--- src/rtl/prbs8_checker_sat_counter.sv ---
// Saturating up-counter; clear and inc together yield 1.
module sat_counter #(
  parameter int unsigned W = 32
) (
  input  logic         clk,
  input  logic         rst_n,
  input  logic         clear,
  input  logic         inc,
  output logic [W-1:0] count
);

  always_ff @(posedge clk or negedge rst_n) begin
    if (!rst_n) begin
      count <= '0;
    end else if (clear) begin
      count <= W'(inc);
    end else if (inc && (count != '1)) begin
      count <= count + W'(1);
    end
  end

endmodule

--- config.mk ---
export PLATFORM = sky130hd
export DESIGN_NAME = sat_counter
export DESIGN_NICKNAME = d
export VERILOG_FILES = /design/src/rtl/prbs8_checker_sat_counter.sv
export SDC_FILE = /design/constraint.sdc
export NUM_CORES = 1
export LEC_CHECK = 0
export ABC_AREA = 1
export BUFFER_PORTS_ARGS = -buffer_cell sky130_fd_sc_hd__buf_2
export CAP_MARGIN = 20
export CORE_ASPECT_RATIO = 1.4
export CORE_UTILIZATION = 45
export DETAILED_ROUTE_END_ITERATION = 12
export PLACE_DENSITY = 0.76
export SLEW_MARGIN = 20
export SYNTH_ARGS = -nofsm -noshare
export SYNTH_HDL_FRONTEND = slang
export SYNTH_SLANG_ARGS = --single-unit
--- constraint.sdc ---
create_clock -name clk -period 2.24 [get_ports clk]
set_input_delay 0.224 -clock clk [delete_from_list [all_inputs] [get_ports clk]]
set_output_delay 0.224 -clock clk [all_outputs]
set_load 0.005 [all_outputs]
* Word level (Yosys, flattened, before mapping)
Cells that the tools add are included.
** Word-level totals
- Register bits after elaboration :: 32
- Input bits :: 4
- Output and inout bits :: 32
- Logic and storage cells :: 7
** Cells by class
- $add $sub $neg :: 1
- Equality and inequality tests :: 1
- Multiplexer cells :: 2
- Reduce and logical (&&, ||, !) cells :: 2
** Operator list (count)
- two-way mux 32 bit :: 2
- adder 32 x 1 -> 32 bit, second input constant :: 1
- inequality test 32 bit, second input constant :: 1
- nonzero test 2 bit :: 1
- logical AND 1 bit :: 1

* Logic depth before layout (Yosys ltp)
Gate-level depths: netlist of run 1.
- Depth after elaboration :: 4
- Depth in mapped cells :: 12
- Gate-level depth less buffers :: 11

* Least setup slack after synthesis of run 1
Ideal clock, no wire load.
- Path type :: reg-to-reg
- Start point :: reg count[0]
- End point :: reg count[19]
- Data arrival time :: 1.550 ns
- Setup slack :: 0.573 ns
- Stages on the path, launching flop included :: 12
- Clock period less this slack :: 1.667 ns
- Cell sequence :: dfrtp_1 -> ha_1 -> nand2_2 -> nor2_4 -> nand2_4 -> nor2_8 -> nand2_2 -> nand2_2 -> nand2_4 -> buf_6 -> nand3_1 -> nand2_1
** Between the ends
- Longest elaborated chain between the ends :: 3
- Elaborated cells on any way between the ends :: 6
- Classes of those cells :: 1 x add/sub; 1 x eq/ne; 2 x mux; 2 x reduce/logical
** RTL lines
- start: declaration :: RTL line 9 : output logic [W-1:0] count
- start signal: assignment :: RTL line 16 : count <= W'(inc);
- start signal: assignment :: RTL line 18 : count <= count + W'(1);
- adder 32 x 1 -> 32 bit or inequality test 32 bit (tied branches) :: RTL line 18, 17
- two-way mux 32 bit or logical AND 1 bit (tied branches) :: RTL line 17 : end else if (inc && (count != '1)) begin
- two-way mux 32 bit or nonzero test 2 bit (tied branches)
Parallel ways exist; a longest one is shown, timed or not. The select of a mux whose other input is x is not followed.
A chain may end at the register's enable or synchronous reset.

* Worst setup path in the final report of run 1
Ends and elaborated chain as after synthesis.

==> flow_metrics.env, run 1 <==
export IMPL_netSwitchingFraction_pct=24.8
export IMPL_skew_ns=0.00824
export IMPL_path_class="reg -> reg"
export IMPL_cp_common_cell="nand2_2"
export IMPL_cts_root_buf="clkbuf_8"
export IMPL_async_reset_ff_share_pct=100
export IMPL_synth_top_family_by_area="simple AND/OR/NAND/NOR gates"
export IMPL_die_h_microns=85.4
export IMPL_p_clk_share_pct=41.4
export IMPL_syn_num_nets=352
export IMPL_clkSinkCount=32
export IMPL_grt_max_degree=33
export IMPL_layout_worst_path_cycle_share_pct=84.5
export IMPL_synthesis_instances=347
export IMPL_p_leak_nw=1.27
export IMPL_nets=389
export IMPL_post_dp_hpwl_mm=4.30
export IMPL_p_total_mw=1.13
export IMPL_ir_drop_uv=289
export IMPL_synth_commonest_cells="nand2_1 (140), nor2_1 (53), nand3_1 (33)"
export IMPL_synth_mux_area_share_pct=0
export IMPL_start_util_pct=46.5
export IMPL_seqCellArea_sq_um=801
export IMPL_insertion_delay_ns=0.29
export IMPL_cts_tree="yes"
export IMPL_synth_edff_count=0
export IMPL_synth_avg_cell_area_sq_um=6.44
export IMPL_syn2layout_area_growth_pct=14.0
export IMPL_outcome="complete, but fails checks"
export IMPL_p_sw_mw=0.281
export IMPL_grt_pass1_wl_mm=9.87
export IMPL_wl_per_cell_microns=12.7
export IMPL_synth_top_area_share_pct=35.8
export IMPL_synth_top_cell_by_area="dfrtp_1"
export IMPL_via_per_inst=5.18
export IMPL_grt_pass1_vias=2180
export IMPL_num_fill_cells=504
export IMPL_arrival_ns=2.12
export IMPL_hold_ws_ns=-0.00721
export IMPL_layout_drive_gt1_share_pct=15.8
export IMPL_p_comb_share_pct=6.5
export IMPL_antenna_found_initial=0
export IMPL_rr_worst_depth=11
export IMPL_cpPeakStageDelay_ns=0.43
export IMPL_layout_min_cycle_time_ns=1.89
export IMPL_first_pass_iters=5
export IMPL_io_pins=36
export IMPL_fmax_ghz=0.528
export IMPL_yosysUniqueCellTypes=29
export IMPL_synthTopCellsByArea="dfrtp_1 (36%), nand2_1 (24%), nor2_1 (8.9%)"
export IMPL_violations="hold timing"
export IMPL_drv_slew=0
export IMPL_synth_flop_cell="dfrtp_1"
export IMPL_clk_pin_slew_ns=0.07
export IMPL_start_kind="register"
export IMPL_ctsResizeCount=0
export IMPL_synth_seq_cells=32
export IMPL_setup_slack_ns=0.347
export IMPL_drc=0
export IMPL_ant_nets=0
export IMPL_grt_overflow=0
export IMPL_core_area_sq_um=4800
export IMPL_gp_congestion=0.938
export IMPL_setup_viol=0
export IMPL_synth_simple_gate_area_share_pct=47.8
export IMPL_regMostFlops="count"
export IMPL_crit_chain="ha_1 -> nand2_2 -> nor2_4 -> nand2_4 -> nor2_8 -> nand2_2 -> nand2_2 -> nand2_4 -> clkinv_4 -> nand2_1 -> nand2_1"
export IMPL_rrSetupSlack_ns=0.35
export IMPL_synth_compound_area_share_pct=4.37
export IMPL_worstMarginPinSlew_ns=0.733
export IMPL_dieArea_sq_um=5260
export IMPL_rr_endpoint="count[19]"
export IMPL_cpMaxStageDelayCell="dfrtp_1"
export IMPL_cts_setup_buffers=0
export IMPL_critical_path_max_fanout=23
export IMPL_endpoint_kind="register"
export IMPL_worstReg2RegStart="count[0]"
export IMPL_yosysMostFrequentCell="nand2_1"
export IMPL_first_iter_violations=80
export IMPL_hold_violations=12
export IMPL_diodes=0
export IMPL_largest_register_ffs=32
export IMPL_critical_path_required_ns=2.46
export IMPL_maxCapViolCount=0
export IMPL_synth_fa_ha_area_share_pct=0.560
export IMPL_rows=30
export IMPL_multi_input_area_sq_um=1260
export IMPL_h_tree_depth=2
export IMPL_tns_ns=0
export IMPL_p_seq_share_pct=52.1
export IMPL_hp_class="in -> async"
export IMPL_hold_buffers=0
export IMPL_power_density_nw_per_um2=445
export IMPL_seq_area_frac_synth_pct=35.8
export IMPL_largestRegisters="count: 32 flops"
export IMPL_finalWirelength_mm=5.72
export IMPL_synth_xor_area_share_pct=3.53
export IMPL_clockBufferDepth=2
export IMPL_yosysWarnings=0
export IMPL_die_x_microns=61.6
export IMPL_grt_setup_unrepaired="no"
export IMPL_p_int_mw=0.852
export IMPL_cts_made_buffers=5
export IMPL_vias=2328
export IMPL_dp_slack_ns=0.352
export IMPL_track_usage_pct=24.8
export IMPL_syn_area_sq_um=2230
export IMPL_io_buffers=35
export IMPL_relSlewSlack_pct=51.1
-- routing by layer --
metal / GRT usage [%] / up-vias / part of all wire (%) / routed length [microns]
met1: 31.3 / 1090 / 43 / 2440
met2: 39.5 / 61 / 51 / 2900
met4: 12.9 / 0 / 3.8 / 218
li1: - / 1159 / - / -
met3: 3.96 / 18 / 2.9 / 165
met5: 0 / - / 0 / 0
-- area by class of cell --
class,instances,share of cell area [%]
clock buffers,7,3.39
multi-input cells,277,49.4
flip-flops and latches,32,31.4
repair buffers,38,7.76
clock inverters,1,0.295
inverters,30,4.62
well taps,64,3.14
-- stage by stage --
| stage | cells | cell area (sq um) | utilization, % |
|---|---|---|---|
| 4_1_cts | 449 | 2550 | 53.0 |
| 3_5_place_dp | 441 | 2450 | 51.1 |
| 5_1_grt | 449 | 2550 | 53.0 |
| 3_3_place_gp | 441 | 2450 | 51.1 |
| 2_1_floorplan | 347 | 2230 | - |
| 6_report | 449 | 2550 | 53.0 |
-- worst max path at each step --
| stage | start | end | slack (ns) | cells past startpoint |
|---|---|---|---|---|
| 6_report | count[0] | count[19] | 0.35 | 11 |
| 5_1_grt | count[0] | count[5] | 0.18 | 11 |
| 4_1_cts | count[0] | count[19] | 0.33 | 11 |
| 3_5_place_dp | count[0] | count[29] | 0.35 | 11 |
| 3_3_place_gp | count[0] | count[0] | 0.41 | 11 |
| 2_1_floorplan | count[0] | count[19] | 0.57 | 11 |
-- kinds of logic after synthesis --
| group | Yosys count |
|---|---|
| buffers and inverters | 38 |
| flip-flops | 32 |
| AND/OR/NAND/NOR | 249 |
| AO/OA/AOI/OAI | 18 |
| XOR/XNOR | 9 |
| adder cells (fa/ha/maj) | 1 |
-- placed cells by master (no fill, tap or decap), drive strengths merged --
cell type / count
nand4: 8
inv: 29
clkinv: 1
xnor2: 4
a22oi: 1
o21bai: 1
nand3: 33
nor2: 59
xor2: 5
nand2: 147
a21oi: 4
o21a: 1
ha: 1
clkbuf: 7
clkinvlp: 1
o21ai: 11
or2: 1
buf: 38
nand3b: 1
dfrtp: 32
-- worst max-delay path: cells and delay by family (launching register included) --
kind / cells / cell delay [ns]
simple gates: 9 / 0.94
flops: 1 / 0.43
fa+ha+maj: 1 / 0.22
buf+inv: 1 / 0.22
-- power by group through the flow --
| stage | sequential, mW | combinational [mW] | clock (mW) |
|---|---|---|---|
| 3_5_place_dp | 0.601 | 0.0752 | 0 |
| 3_3_place_gp | 0.601 | 0.0756 | 0 |
| 6_report | 0.590 | 0.0737 | 0.469 |
| 4_1_cts | 0.590 | 0.0751 | 0.479 |
| 2_1_floorplan | 0.601 | 0.0456 | 0 |
| 5_1_grt | 0.591 | 0.0833 | 0.508 |
Note: power is estimated with default switching activity, not from simulation.
==> inputs of run 2 (changes only) <==
==> constraint.sdc (replaced) <==
create_clock -name clk -period 1.8 [get_ports clk]
set_input_delay 0.18 -clock clk [delete_from_list [all_inputs] [get_ports clk]]
set_output_delay 0.18 -clock clk [all_outputs]
set_load 0.005 [all_outputs]
==> run 2 against run 1 <==
Count of clock-buffer cells in the layout down 1. Sequential share of layout area is 4.9 points lower. Die area unchanged. Global-route usage rose by 3.2 points. Clock skew barely moved. Core utilization up 10 points. Setup slack worse by 0.29 ns. Critical path depth grew 1. Routed wire length is 25% higher. Via count up 11%. Non-clock buffer count increased by 42. The flow now finishes without violations.
==> flow_metrics.env, run 2 (same netlist as run 1, synthesis figures left out) <==
export IMPL_p_comb_share_pct=9.8
export IMPL_placement_cell_area_sq_um=2740
export IMPL_power_density_nw_per_um2=492
export IMPL_post_dp_hpwl_mm=4.73
export IMPL_die_x_microns=61.6
export IMPL_grt_pass1_vias=2383
export IMPL_skew_ns=0.00855
export IMPL_p_leak_nw=1.57
export IMPL_drc=0
export IMPL_p_seq_share_pct=49.3
export IMPL_num_fill_cells=474
export IMPL_rrSetupSlack_ns=0.06
export IMPL_p_sw_mw=0.414
export IMPL_die_h_microns=85.4
export IMPL_insertion_delay_ns=0.30
export IMPL_wl_per_cell_microns=14.4
export IMPL_largestRegisters="count: 32 flops"
export IMPL_hold_end="count[0]"
export IMPL_gp_congestion=0.912
export IMPL_regMostFlops="count"
export IMPL_cts_made_buffers=5
export IMPL_rr_endpoint="count[26]"
export IMPL_grt_pass1_wl_mm=10.8
export IMPL_layout_drive_gt1_share_pct=27.8
export IMPL_p_clk_share_pct=41.0
export IMPL_maxCapViolCount=0
export IMPL_core_area_sq_um=4800
export IMPL_first_pass_iters=5
export IMPL_hp_start="inc"
export IMPL_syn2layout_area_growth_pct=35.4
export IMPL_ir_drop_uv=366
export IMPL_clk_pin_slew_ns=0.08
export IMPL_ant_nets=0
export IMPL_outcome="completed"
export IMPL_cts_root_buf="clkbuf_8"
export IMPL_grt_max_degree=33
export IMPL_layout_worst_path_cycle_share_pct=96.8
export IMPL_rr_worst_depth=12
export IMPL_worstReg2RegStart="count[1]"
export IMPL_netSwitchingFraction_pct=27.8
export IMPL_clockBufferDepth=2
export IMPL_rows=30
export IMPL_setup_slack_ns=0.0572
export IMPL_track_usage_pct=28.0
export IMPL_seqCellArea_sq_um=802
export IMPL_start_util_pct=46.5
export IMPL_start_kind="register"
export IMPL_io_pins=36
export IMPL_hp_class="in -> reg"
export IMPL_largest_register_ffs=32
export IMPL_clkSinkCount=32
export IMPL_layout_min_cycle_time_ns=1.74
export IMPL_multi_input_area_sq_um=1360
export IMPL_fin_area_sq_um=3030
export IMPL_endpoint_kind="register"
export IMPL_antenna_found_initial=0
export IMPL_path_class="reg -> reg"
export IMPL_io_buffers=35
export IMPL_dp_slack_ns=-0.254
export IMPL_setup_viol=0
export IMPL_first_iter_violations=174
export IMPL_hold_violations=0
export IMPL_grt_overflow=0
export IMPL_dieArea_sq_um=5260
export IMPL_critical_path_required_ns=2.04
export IMPL_diodes=0
export IMPL_worstMarginPinSlew_ns=0.748
export IMPL_fmax_ghz=0.574
export IMPL_cts_tree="yes"
export IMPL_via_per_inst=5.20
export IMPL_h_tree_depth=2
export IMPL_drv_slew=0
export IMPL_critical_path_max_fanout=7
export IMPL_nets=436
export IMPL_mostFrequentLayoutCell="nand2_1"
export IMPL_p_int_mw=1.08
export IMPL_relSlewSlack_pct=50.1
export IMPL_finalWirelength_mm=7.13
export IMPL_worstHoldPathCells=4
export IMPL_mostFrequentLayoutCells="nand2_1 (136), nor2_1 (49), buf_4 (42), buf_2 (35), nand3_1 (32)"
export IMPL_arrival_ns=1.99
export IMPL_vias=2578
-- run 2: changes by cell type in the layout (fill, tap and decap cells not counted), sizes merged --
cell | previous run | this run
nand2 | 147 | 149
clkinv | 1 | 3
clkinvlp | 1 | 0
inv | 29 | 32
clkbuf | 7 | 6
dlygate4sd3 | 0 | 1
buf | 38 | 79
-- run 2: metrics by stage --
stage	power, mW	utilization (%)	cells	hold WS (ns)	setup TNS [ns]
2_1_floorplan	0.805	-	347	-0.116	0
3_3_place_gp	0.850	57.0	479	0.290	-2.20
3_5_place_dp	0.853	57.0	479	0.299	-3.58
4_1_cts	1.46	59.6	488	0.220	0
5_1_grt	1.54	63.0	496	0.316	-0.0443
6_report	1.49	63.0	496	0.292	0
-- run 2: critical path, stage by stage (launching register included) --
cell and delay [ns]:
dfrtp_1 0.41, ha_4 0.17, nand2_4 0.06, nor2_4 0.15, nand2_4 0.09, nor2_8 0.10, buf_6 0.11, nand2_4 0.06
nand2_8 0.12, nand2_8 0.15, inv_6 0.13, nand2_1 0.07, nand2_1 0.06
-- run 2: metal layers --
layer,wire length (microns),track usage [%]
met1,2690,34.1
met2,3620,45.5
met3,448,4.57
met4,368,15.4
met5,0,0
-- run 2: cell type report --
| class | instances | area share (%) |
|---|---|---|
| multi-input combinational | 279 | 45.1 |
| sequential | 32 | 26.5 |
| timing repair buffer | 80 | 17.3 |
| inverter | 30 | 4.26 |
| clock buffer | 6 | 2.73 |
| tap | 64 | 2.65 |
| timing repair inverter | 3 | 1.20 |
| clock inverter | 2 | 0.331 |
-- run 2: how the worst max path moves through the flow --
stage | start | end | cells past startpoint
6_report | count[1] | count[26] | 12
5_1_grt | count[1] | count[26] | 12
4_1_cts | count[1] | count[5] | 12
3_5_place_dp | count[0] | count[14] | 8
3_3_place_gp | count[0] | count[30] | 8
2_1_floorplan | count[0] | count[19] | 11
-- run 2: power by group through the flow --
stage	registers (mW)	clock network, mW	logic (mW)
5_1_grt	0.735	0.649	0.158
6_report	0.734	0.611	0.145
4_1_cts	0.731	0.612	0.115
3_5_place_dp	0.745	0	0.108
3_3_place_gp	0.744	0	0.106
2_1_floorplan	0.748	0	0.0568
-- run 2: what timing repair did --
action                                 in CTS  in global routing
endpoints found under the hold margin      32                  0
hold buffers                                1                  0
buffers inserted                            0                  3
resized for setup                           3                 25
pin swaps                                   0                  7
gates cloned                                0                  5
setup endpoints to repair                  24                 32
